**src/rtl/mem_stage_pkg.sv**
```systemverilog
// rtl/mem_stage_pkg.sv - bus widths, field layouts and payload types shared by the MEM stage
`ifndef EXE_TO_MEM_BUS_WIDTH
`define EXE_TO_MEM_BUS_WIDTH 108
`endif
`ifndef MEM_TO_WB_BUS_WIDTH
`define MEM_TO_WB_BUS_WIDTH 70
`endif
`ifndef MEM_TO_ID_BUS_WIDTH
`define MEM_TO_ID_BUS_WIDTH 40
`endif

package mem_stage_pkg;

    localparam int EXE_TO_MEM_W = `EXE_TO_MEM_BUS_WIDTH;
    localparam int MEM_TO_WB_W  = `MEM_TO_WB_BUS_WIDTH;
    localparam int MEM_TO_ID_W  = `MEM_TO_ID_BUS_WIDTH;

    // Packed structs are declared MSB first so they overlay the flat buses directly.
    typedef struct packed {
        logic [31:0] pc;
        logic [31:0] rkd_value;
        logic [31:0] alu_result;
        logic        res_from_mem;
        logic        reg_we;
        logic        mem_en;
        logic [3:0]  mem_we;
        logic [4:0]  reg_waddr;
    } exe_to_mem_t;

    typedef struct packed {
        logic [31:0] pc;
        logic [31:0] final_result;
        logic        reg_we;
        logic [4:0]  reg_waddr;
    } mem_to_wb_t;

    typedef struct packed {
        logic        mem_valid;
        logic        reg_we;
        logic [4:0]  reg_waddr;
        logic [31:0] final_result;
        logic        data_pending;
    } mem_to_id_t;

endpackage

```
**src/rtl/mem_stage_if.sv**
```systemverilog
// rtl/mem_stage_if.sv - pipeline handshake, payload and data SRAM response signals around MEM
interface mem_stage_if;
    import mem_stage_pkg::*;

    logic                    exe_to_mem_valid;
    logic                    mem_allow_in;
    logic [EXE_TO_MEM_W-1:0] exe_to_mem_bus;
    logic                    mem_to_wb_valid;
    logic                    wb_allow_in;
    logic [MEM_TO_WB_W-1:0]  mem_to_wb_bus;
    logic [MEM_TO_ID_W-1:0]  mem_to_id_bus;
    logic                    data_sram_data_ok;
    logic [31:0]             data_sram_rdata;

    modport slave (
        input  exe_to_mem_valid, exe_to_mem_bus, wb_allow_in,
               data_sram_data_ok, data_sram_rdata,
        output mem_allow_in, mem_to_wb_valid, mem_to_wb_bus, mem_to_id_bus
    );

    modport master (
        output exe_to_mem_valid, exe_to_mem_bus, wb_allow_in,
               data_sram_data_ok, data_sram_rdata,
        input  mem_allow_in, mem_to_wb_valid, mem_to_wb_bus, mem_to_id_bus
    );

endinterface

```
**src/rtl/mem_rdata_buf.sv**
```systemverilog
// rtl/mem_rdata_buf.sv - one-entry load data buffer, data_ok qualification and writeback result mux
module mem_rdata_buf (
    input  logic        clk,
    input  logic        reset,
    input  logic        is_load,
    input  logic        data_ok,
    input  logic [31:0] rdata,
    input  logic        wb_allow_in,
    input  logic        leave,
    input  logic [31:0] alu_result,
    output logic        buf_valid,
    output logic        data_ok_hon,
    output logic [31:0] final_result
);

    logic [31:0] buf_data;
    logic        buf_set;

    // Once the buffer holds data, further data_ok pulses cannot belong to this load.
    assign data_ok_hon = is_load && !buf_valid && data_ok;
    assign buf_set     = data_ok_hon && !wb_allow_in;

    always_ff @(posedge clk) begin
        if (reset) begin
            buf_valid <= 1'b0;
            buf_data  <= 32'd0;
        end else if (buf_set) begin
            buf_valid <= 1'b1;
            buf_data  <= rdata;
        end else if (leave) begin
            buf_valid <= 1'b0;
        end
    end

    always_comb begin
        final_result = alu_result;
        if (buf_valid) begin
            final_result = buf_data;
        end else if (is_load) begin
            final_result = rdata;
        end
    end

endmodule

```
**src/rtl/mem_stage.sv**
```systemverilog
// rtl/mem_stage.sv - LoongArch MEM stage: payload latch, load completion, WB/ID buses (option: MEM_FWD_EN)
module mem_stage
    import mem_stage_pkg::*;
(
    input  logic       clk,
    input  logic       reset,
    mem_stage_if.slave stage
);

    logic        mem_valid;
    exe_to_mem_t payload;
    logic        is_load;
    logic        ready_go;
    logic        mem_allow_in;
    logic        mem_to_wb_valid;
    logic        leave;
    logic        buf_valid;
    logic        data_ok_hon;
    logic [31:0] final_result;
    mem_to_wb_t  wb_bus;
    mem_to_id_t  id_bus;
    logic        unused_payload;

    always_ff @(posedge clk) begin
        if (reset) begin
            mem_valid <= 1'b0;
            payload   <= '0;
        end else if (mem_allow_in) begin
            mem_valid <= stage.exe_to_mem_valid;
            if (stage.exe_to_mem_valid) begin
                payload <= stage.exe_to_mem_bus;
            end
        end
    end

    assign is_load         = mem_valid && payload.res_from_mem;
    assign ready_go        = !is_load || buf_valid || data_ok_hon;
    assign mem_allow_in    = !mem_valid || (ready_go && stage.wb_allow_in);
    assign mem_to_wb_valid = mem_valid && ready_go;
    assign leave           = mem_to_wb_valid && stage.wb_allow_in;

    mem_rdata_buf u_rdata_buf (
        .clk          (clk),
        .reset        (reset),
        .is_load      (is_load),
        .data_ok      (stage.data_sram_data_ok),
        .rdata        (stage.data_sram_rdata),
        .wb_allow_in  (stage.wb_allow_in),
        .leave        (leave),
        .alu_result   (payload.alu_result),
        .buf_valid    (buf_valid),
        .data_ok_hon  (data_ok_hon),
        .final_result (final_result)
    );

    always_comb begin
        wb_bus              = '0;
        wb_bus.pc           = payload.pc;
        wb_bus.final_result = final_result;
        wb_bus.reg_we       = payload.reg_we;
        wb_bus.reg_waddr    = payload.reg_waddr;
    end

    always_comb begin
        id_bus           = '0;
        id_bus.mem_valid = mem_valid;
        id_bus.reg_we    = payload.reg_we;
        id_bus.reg_waddr = payload.reg_waddr;
`ifdef MEM_FWD_EN
        id_bus.final_result = final_result;
        id_bus.data_pending = is_load && !ready_go;
`else
        // Without forwarding, ID must stall on any write still sitting in MEM.
        id_bus.final_result = 32'd0;
        id_bus.data_pending = mem_valid && payload.reg_we;
`endif
    end

    assign stage.mem_allow_in    = mem_allow_in;
    assign stage.mem_to_wb_valid = mem_to_wb_valid;
    assign stage.mem_to_wb_bus   = wb_bus;
    assign stage.mem_to_id_bus   = id_bus;

    assign unused_payload = ^{payload.rkd_value, payload.mem_en, payload.mem_we};

endmodule

```
**src/flat_wrapper.sv**
```systemverilog
// flat-port wrapper written by rule: the top's interface ports become plain ports
module mem_stage_flat import mem_stage_pkg::*;
  (clk, reset, stage_exe_to_mem_valid, stage_exe_to_mem_bus, stage_wb_allow_in, stage_data_sram_data_ok, stage_data_sram_rdata, stage_mem_allow_in, stage_mem_to_wb_valid, stage_mem_to_wb_bus, stage_mem_to_id_bus);
  mem_stage_if stage_i ();
  input  logic clk;
  input  logic reset;
  input wire logic [$bits(stage_i.exe_to_mem_valid)-1:0] stage_exe_to_mem_valid;
  input wire logic [$bits(stage_i.exe_to_mem_bus)-1:0] stage_exe_to_mem_bus;
  input wire logic [$bits(stage_i.wb_allow_in)-1:0] stage_wb_allow_in;
  input wire logic [$bits(stage_i.data_sram_data_ok)-1:0] stage_data_sram_data_ok;
  input wire logic [$bits(stage_i.data_sram_rdata)-1:0] stage_data_sram_rdata;
  output wire logic [$bits(stage_i.mem_allow_in)-1:0] stage_mem_allow_in;
  output wire logic [$bits(stage_i.mem_to_wb_valid)-1:0] stage_mem_to_wb_valid;
  output wire logic [$bits(stage_i.mem_to_wb_bus)-1:0] stage_mem_to_wb_bus;
  output wire logic [$bits(stage_i.mem_to_id_bus)-1:0] stage_mem_to_id_bus;
  assign stage_i.exe_to_mem_valid = stage_exe_to_mem_valid;
  assign stage_i.exe_to_mem_bus = stage_exe_to_mem_bus;
  assign stage_i.wb_allow_in = stage_wb_allow_in;
  assign stage_i.data_sram_data_ok = stage_data_sram_data_ok;
  assign stage_i.data_sram_rdata = stage_data_sram_rdata;
  assign stage_mem_allow_in = stage_i.mem_allow_in;
  assign stage_mem_to_wb_valid = stage_i.mem_to_wb_valid;
  assign stage_mem_to_wb_bus = stage_i.mem_to_wb_bus;
  assign stage_mem_to_id_bus = stage_i.mem_to_id_bus;
  mem_stage u_core (.clk(clk), .reset(reset), .stage(stage_i));
endmodule
```
**config.mk**
```make
export PLATFORM = sky130hd
export DESIGN_NAME = mem_stage_flat
export DESIGN_NICKNAME = d
export VERILOG_FILES = /design/src/rtl/mem_stage_pkg.sv /design/src/rtl/mem_stage_if.sv /design/src/rtl/mem_rdata_buf.sv /design/src/rtl/mem_stage.sv /design/src/flat_wrapper.sv
export SDC_FILE = /design/constraint.sdc
export NUM_CORES = 1
export LEC_CHECK = 0
export CORE_MARGIN = 3
export CORE_UTILIZATION = 43
export CTS_CLUSTER_DIAMETER = 100
export DETAILED_ROUTE_END_ITERATION = 16
export PLACE_DENSITY = 0.91
export RECOVER_POWER = 25
export SYNTH_ARGS = -nofsm -noshare
export SYNTH_HDL_FRONTEND = slang
export SYNTH_HIERARCHICAL = 1
export SYNTH_SLANG_ARGS = --single-unit
```
**constraint.sdc**
```tcl
create_clock -name clk -period 2.6 [get_ports clk]
set_clock_uncertainty 0.1 [all_clocks]
set_input_delay 0.52 -clock clk [delete_from_list [all_inputs] [get_ports clk]]
set_output_delay 0.52 -clock clk [all_outputs]
set_load 0.03 [all_outputs]
```
==> results of run 1 <==
[tightest hold or removal path, cell delays in order (launching register included)]
cell and delay (ps):
dfxtp_1 310, nand2b_1 60, mux2i_1 60
[where the power goes]
group	total, W	switching, W	leakage [nW]	internal [W]
registers	0.00174	0.0000446	0.860	0.00169
clock network	0.00148	0.000608	0.155	0.000872
logic	0.000967	0.000497	1.98	0.000469
[repair_timing]
item                       CTS  global route
setup endpoints to repair    0             2
hold endpoints to repair     0             0
buffers inserted             0             0
resized for setup            0             1
[stage by stage]
step / instances / setup slack (ps)
finish: 957 / 123
CTS: 957 / 24.4
floorplan: 682 / 228
detailed placement: 941 / 35.1
global route: 957 / 42.9
global placement: 941 / 43.5
[logic make-up (layout without fill, tap and decap cells)]
logic type      count (synthesis)  in the layout  share of synthesized area [%]
compound gates                 35             35                           3.18
buf+inv                       124            223                           15.5
flops                         105            105                           34.5
mux                           135            135                           22.2
other cells                     1             32                         0.0615
simple gates                  251            251                           24.6
[cell usage in the layout, fill, tap and decap left out, drive strengths merged, types with 3 or more instances in the layout]
cell	Yosys	layout
inv	2	3
conb	1	32
nor2	3	3
clkdlybuf4s50	0	152
o21ai	32	32
buf	97	52
mux2i	135	135
clkbuf	25	11
dfxtp	105	105
nand2	35	35
and2	3	3
nand2b	206	206
[registers in the layout, summed over array words and instances (netlist names)]
| signal | flops |
|---|---|
| u_core/stage.mem_to_wb_bus | 32 |
| u_core/mem_valid | 1 |
| u_core/u_rdata_buf/buf_valid | 1 |
| u_core/u_rdata_buf/buf_data | 32 |
| u_core/stage.mem_to_id_bus | 6 |
| u_core/payload | 33 |
[how the worst max path moves through the flow]
| stage | from | endpoint | slack (ps) | cells after the start |
|---|---|---|---|---|
| 3_5_place_dp | stage_data_sram_data_ok | stage_mem_to_wb_valid | 40 | 6 |
| 3_3_place_gp | stage_data_sram_data_ok | stage_mem_to_wb_valid | 40 | 6 |
| 6_report | stage_data_sram_data_ok | stage_mem_to_wb_valid | 120 | 6 |
| 5_1_grt | stage_data_sram_data_ok | stage_mem_to_wb_valid | 40 | 6 |
| 2_1_floorplan | u_core/mem_valid$_SDFFE_PP0P_ | stage_mem_to_wb_bus[10] | 230 | 5 |
| 4_1_cts | stage_data_sram_data_ok | stage_mem_to_wb_valid | 20 | 6 |
[per-layer routing]
metal / track usage [%] / share of wire [%] / vias to the layer above
li1: - / - / 2250
met1: 20.2 / 43 / 1989
met2: 27.2 / 47 / 136
met3: 5.63 / 7.6 / 22
met4: 6.44 / 2.4 / 0
met5: 0 / 0 / -
[final cells by class]
| class | count | area, um^2 | area share, % |
|---|---|---|---|
| clock buffers | 10 | 239 | 3.06 |
| clock inverters | 6 | 88.8 | 1.14 |
| inverters | 2 | 7.51 | 0.0963 |
| multi-input cells | 453 | 3150 | 40.4 |
| flip-flops and latches | 105 | 2100 | 27.0 |
| well taps | 176 | 220 | 2.82 |
| repair buffers | 205 | 1990 | 25.5 |
==> results.txt, run 1 <==
PortBufs = 187
Post-synth EDFFs = 0
Leak = 2.99 nW
Rows = 42
CP Launch Type = input port
Primary FF master, synth = dfxtp_1
Required time of the critical path = 1980 ps
Cell with the most instances after synthesis = nand2b_1
Synthesis-stage register bit count = 105
Hold endpoint = u_core/u_rdata_buf/buf_data[6]$_SDFFE_PP0P_
Reg2reg start = u_core/payload[11]$_SDFFE_PP0P_
Ys Warns = 6
Placed Area = 7500 um^2
Hold WC Path Type = reg -> reg
Avg Cell Area, Syn = 9.37 um^2
WHS = 371 ps
Fmax achieved = 404 MHz
Max-slew headroom = 57.1%
Ant diodes = 0
Worst reg2reg path depth = 5
I/O pin total = 257
Grt ovf = 0
Initial DRC count = 211
Cts bufs inserted = 9
Crit-path max FO = 4
Via count = 4397
Fin util = 57.5%
Pwr dens = 536 nW/um^2
Ranking of synthesized cells by area = dfxtp_1 34%, mux2i_1 22%, nand2b_1 21%, buf_4 9.6%, buf_12 3.3%
CP endpoint kind = output pin
CP arrival = 1860 ps
Initial antenna violation count = 0
Clock slew at reported path FFs = 70 ps
Buf/Inv on CP = 2
Worst R2R Setup Slack = 490 ps
Outcome = completed
Largest net degree at the start of global routing = 97
Share of post-route cells with drive strength above 1 = 9.48%
Clk sink count = 105
Sequential element share of the synthesized area = 34.5%
Clock Path Buffers = 2
Reg-to-reg critical path endpoint = u_core/u_rdata_buf/buf_data[1]$_SDFFE_PP0P_
Design area = 7800 um^2
Nets = 921
Async S/R FF share, synth = 0%
Synthesized cell area = 6100 um^2
Initial Utilization = 45.0%
Drt total wl = 13300 um
Die width = 125 um
Peak supply drop = 342 uV
Crit path kind = in -> out
Fin crit period = 2480 ps
Count of hold-fix buffers inserted at cts = 0
Die Ht = 125 um
Residual DRC = 0
Die area = 15600 um^2
Max cap viols = 0
Avg WL per Cell = 13.9 um
HP Start = u_core/u_rdata_buf/buf_data[6]$_SDFFE_PP0P_
Area Overhead vs Synth = 27.9%
Fill cells = 1192
HPWL after DPL = 9660 um
TritonCTS clock tree = done
Router iterations before antenna repair = 5
Final setup violation count = 0
Worst slew pin tran = 635 ps
Synth top cells by count = 206 x nand2b_1, 135 x mux2i_1, 105 x dfxtp_1, 78 x buf_4, 35 x nand2_1
Top cell type's share of synthesized area = 34.5%
Hold Vio Cnt, Final = 0
Vias in the first global route = 4365
Pwr Total = 0.00418 W
Vias per cell = 4.59
WHS Path Cells = 2
CP delay by family, top = simple AND/OR/NAND/NOR gates
Antenna-violating nets left = 0
Setup_tns = 0 ps
Root Buffer Master = clkbuf_16
RSZ-0062 raised after global routing = false
Synth cell types = 22
Post-Syn Instances = 651
Max stage delay on crit path = 430 ps
First-pass GRT wire length = 21500 um
Slowest cell on the critical path = clkdlybuf4s50_1
Tot GR Track Use = 16.6%
Yosys top cell by area = dfxtp_1
Final slew viol count = 0
Later-pin clock latency in the skew report = 340 ps
Core area = 13600 um^2
Depth of the CTS H-tree = 3
Crit-path cells = clkdlybuf4s50_1, nand2_1, nor2_1, or3b_4, and2_2, buf_4
RD Place Congestion = 0.745
Final period util = 95.3%
Note: power is estimated with default switching activity, not from simulation.
==> run 2: changes to the inputs <==
--- a/config.mk
+++ b/config.mk
@@ -10,7 +10,6 @@
 export CTS_CLUSTER_DIAMETER = 100
 export DETAILED_ROUTE_END_ITERATION = 16
 export PLACE_DENSITY = 0.91
-export RECOVER_POWER = 25
 export SYNTH_ARGS = -nofsm -noshare
 export SYNTH_HDL_FRONTEND = slang
 export SYNTH_HIERARCHICAL = 1
==> results.txt, run 2 (same netlist as run 1, synthesis figures left out) <==
Tot GR Track Use = 16.6% (unchanged)
Most flop-heavy register = u_core/payload
Post_cts resized = 0 (unchanged)
Depth of the CTS H-tree = 3 (unchanged)
Worst R2R Setup Slack = 720 ps (+230 ps)
Avg WL per Cell = 13.9 um (-0.31%)
Critical Path End = stage_mem_to_wb_valid
Die Ht = 125 um (unchanged)
Required time of the critical path = 1980 ps (about the same)
I/O pin total = 257 (unchanged)
Grt met3 use = 5.63% (unchanged)
Pwr dens = 534 nW/um^2 (-0.33%)
Count of hold-fix buffers inserted at cts = 0 (unchanged)
CP arrival = 1870 ps (about the same)
Setup_tns = 0 ps (unchanged)
First-pass GRT wire length = 21500 um (unchanged)
Stages on the worst setup path = 6 (unchanged)
TritonCTS clock tree = done
Root Buffer Master = clkbuf_16
Crit path kind = in -> out
Peak supply drop = 342 uV (about the same)
Most frequent cells in the layout = 206 x nand2b_1, 152 x clkdlybuf4s50_1, 135 x mux2i_1
Outcome = completed
Area Overhead vs Synth = 28.5%
Int Pwr = 0.00303 W (about the same)
Slowest cell on the critical path = clkdlybuf4s50_1
Final setup violation count = 0 (unchanged)
Final period util = 95.7% (+0.42 points)
Clk sink count = 105 (unchanged)
Die width = 125 um (unchanged)
RD Place Congestion = 0.745 (unchanged)
PortBufs = 187 (unchanged)
Fmax achieved = 402 MHz (-0.44%)
Drt total wl = 13300 um (-0.31%)
Fill cells = 1186 (-0.50%)
Antenna-violating nets left = 0 (unchanged)
Via count = 4385 (-0.27%)
Buf/Inv on CP = 2 (unchanged)
Reg-to-reg critical path endpoint = u_core/payload[32]$_SDFFE_PP0P_
HPWL after DPL = 9660 um (unchanged)
Crit-path max FO = 4 (unchanged)
Rows = 42 (unchanged)
Clock slew at reported path FFs = 70 ps (about the same)
Share of post-route cells with drive strength above 1 = 9.86% (+0.38 points)
Later-pin clock latency in the skew report = 340 ps (about the same)
Cts bufs inserted = 9 (unchanged)
CP delay by family, top = simple AND/OR/NAND/NOR gates
Max cap viols = 0 (unchanged)
Crit-path cells = clkdlybuf4s50_1, nand2_1, nor2_1, or3b_4, and2_2, buf_4
CP endpoint kind = output pin
Initial Utilization = 45.0% (unchanged)
CP Launch Type = input port
Router iterations before antenna repair = 4 (-1)
Met1 usage = 20.2% (unchanged)
Final slew viol count = 0 (unchanged)
Hold Vio Cnt, Final = 0 (unchanged)
Met2 GRT Util = 27.2% (unchanged)
WHS = 371 ps (+0.00300 ps)
Net Sw Power = 0.00115 W (+0.26%)
Crit path launch = stage_data_sram_data_ok
Worst reg2reg path depth = 8 (+3)
Leak = 3.00 nW (+0.31%)
Max stage delay on crit path = 440 ps (about the same)
Nets = 921 (unchanged)
Initial DRC count = 192 (-9.0%)
Max reg flops = 33 (unchanged)
Largest net degree at the start of global routing = 97 (unchanged)
Reg2reg start = u_core/payload[11]$_SDFFE_PP0P_
Fin crit period = 2490 ps (+11.0 ps)
Switching Share = 27.5% (+0.036 points)
Ant diodes = 0 (unchanged)
Flop pwr share = 41.4% (about the same)
Post-CTS Setup Repair Bufs = 0 (unchanged)
Die area = 15600 um^2 (unchanged)
DP Cell Count = 941 (unchanged)
Vias in the first global route = 4365 (unchanged)
Final non-filler cell total = 957 (unchanged)
Clock Path Buffers = 2 (unchanged)
Core area = 13600 um^2 (unchanged)
Vias per cell = 4.58 (-0.27%)
Grt ovf = 0 (unchanged)
Proportion of power drawn by the clock network = 35.4% (about the same)
GR peak layer = met2
Comb pwr share = 23.2% (about the same)
RSZ-0062 raised after global routing = false
Residual DRC = 0 (unchanged)
Most common cell after layout, fill and taps aside = nand2b_1
Hold WC Path Type = reg -> reg
Initial antenna violation count = 0 (unchanged)
run 2: cell type report:
class	count	area [um^2]	share of cell area [%]
Multi-Input combinational cell	453	3180	40.6
Sequential cell	105	2100	26.8
Timing Repair Buffer	205	1990	25.5
Clock buffer	10	239	3.05
Tap cell	176	220	2.81
Clock inverter	6	88.8	1.13
Inverter	2	7.51	0.0958
run 2: per-stage QoR:
| stage | utilization [%] | power [W] | setup WS (ps) | instance area, um^2 |
|---|---|---|---|---|
| final | 57.8 | 0.00419 | 112 | 7840 |
| after global routing | 57.8 | 0.00436 | 35.0 | 7840 |
| after CTS | 57.8 | 0.00424 | 24.4 | 7830 |
| after detailed placement | 55.4 | 0.00275 | 35.1 | 7500 |
| after floorplan | - | 0.00246 | 228 | 6210 |
| after global placement | 55.4 | 0.00273 | 43.5 | 7500 |
run 2: worst register-to-register path, delay by kind of cell, from the launching register on:
kind / cells / cell delay, ps
buf+inv: 2 / 420
flops: 1 / 360
simple gates: 4 / 430
compound gates: 1 / 280
mux: 1 / 210
run 2: how the worst min path moves through the flow:
stage	start	end	cells past startpoint
after floorplan	u_core/payload[12]$_SDFFE_PP0P_	u_core/payload[12]$_SDFFE_PP0P_	2
after global placement	u_core/payload[19]$_SDFFE_PP0P_	u_core/payload[19]$_SDFFE_PP0P_	2
after detailed placement	u_core/payload[12]$_SDFFE_PP0P_	u_core/payload[12]$_SDFFE_PP0P_	2
after CTS	u_core/payload[42]$_SDFFE_PP0P_	u_core/payload[42]$_SDFFE_PP0P_	2
after global routing	u_core/payload[42]$_SDFFE_PP0P_	u_core/payload[42]$_SDFFE_PP0P_	2
final	u_core/u_rdata_buf/buf_data[6]$_SDFFE_PP0P_	u_core/u_rdata_buf/buf_data[6]$_SDFFE_PP0P_	2
run 2: per-layer routing:
metal / up-vias / share of wire, %
met2: 140 / 47
li1: 2249 / -
met1: 1974 / 43
met3: 22 / 8.0
met5: - / 0
met4: 0 / 2.4
run 2: power by group through the flow:
stage | registers [W] | logic (W) | clock network, W
global route | 0.00175 | 0.00104 | 0.00158
finish | 0.00174 | 0.000972 | 0.00148
floorplan | 0.00176 | 0.000695 | 0
global placement | 0.00177 | 0.000963 | 0
CTS | 0.00174 | 0.000979 | 0.00153
detailed placement | 0.00177 | 0.000975 | 0
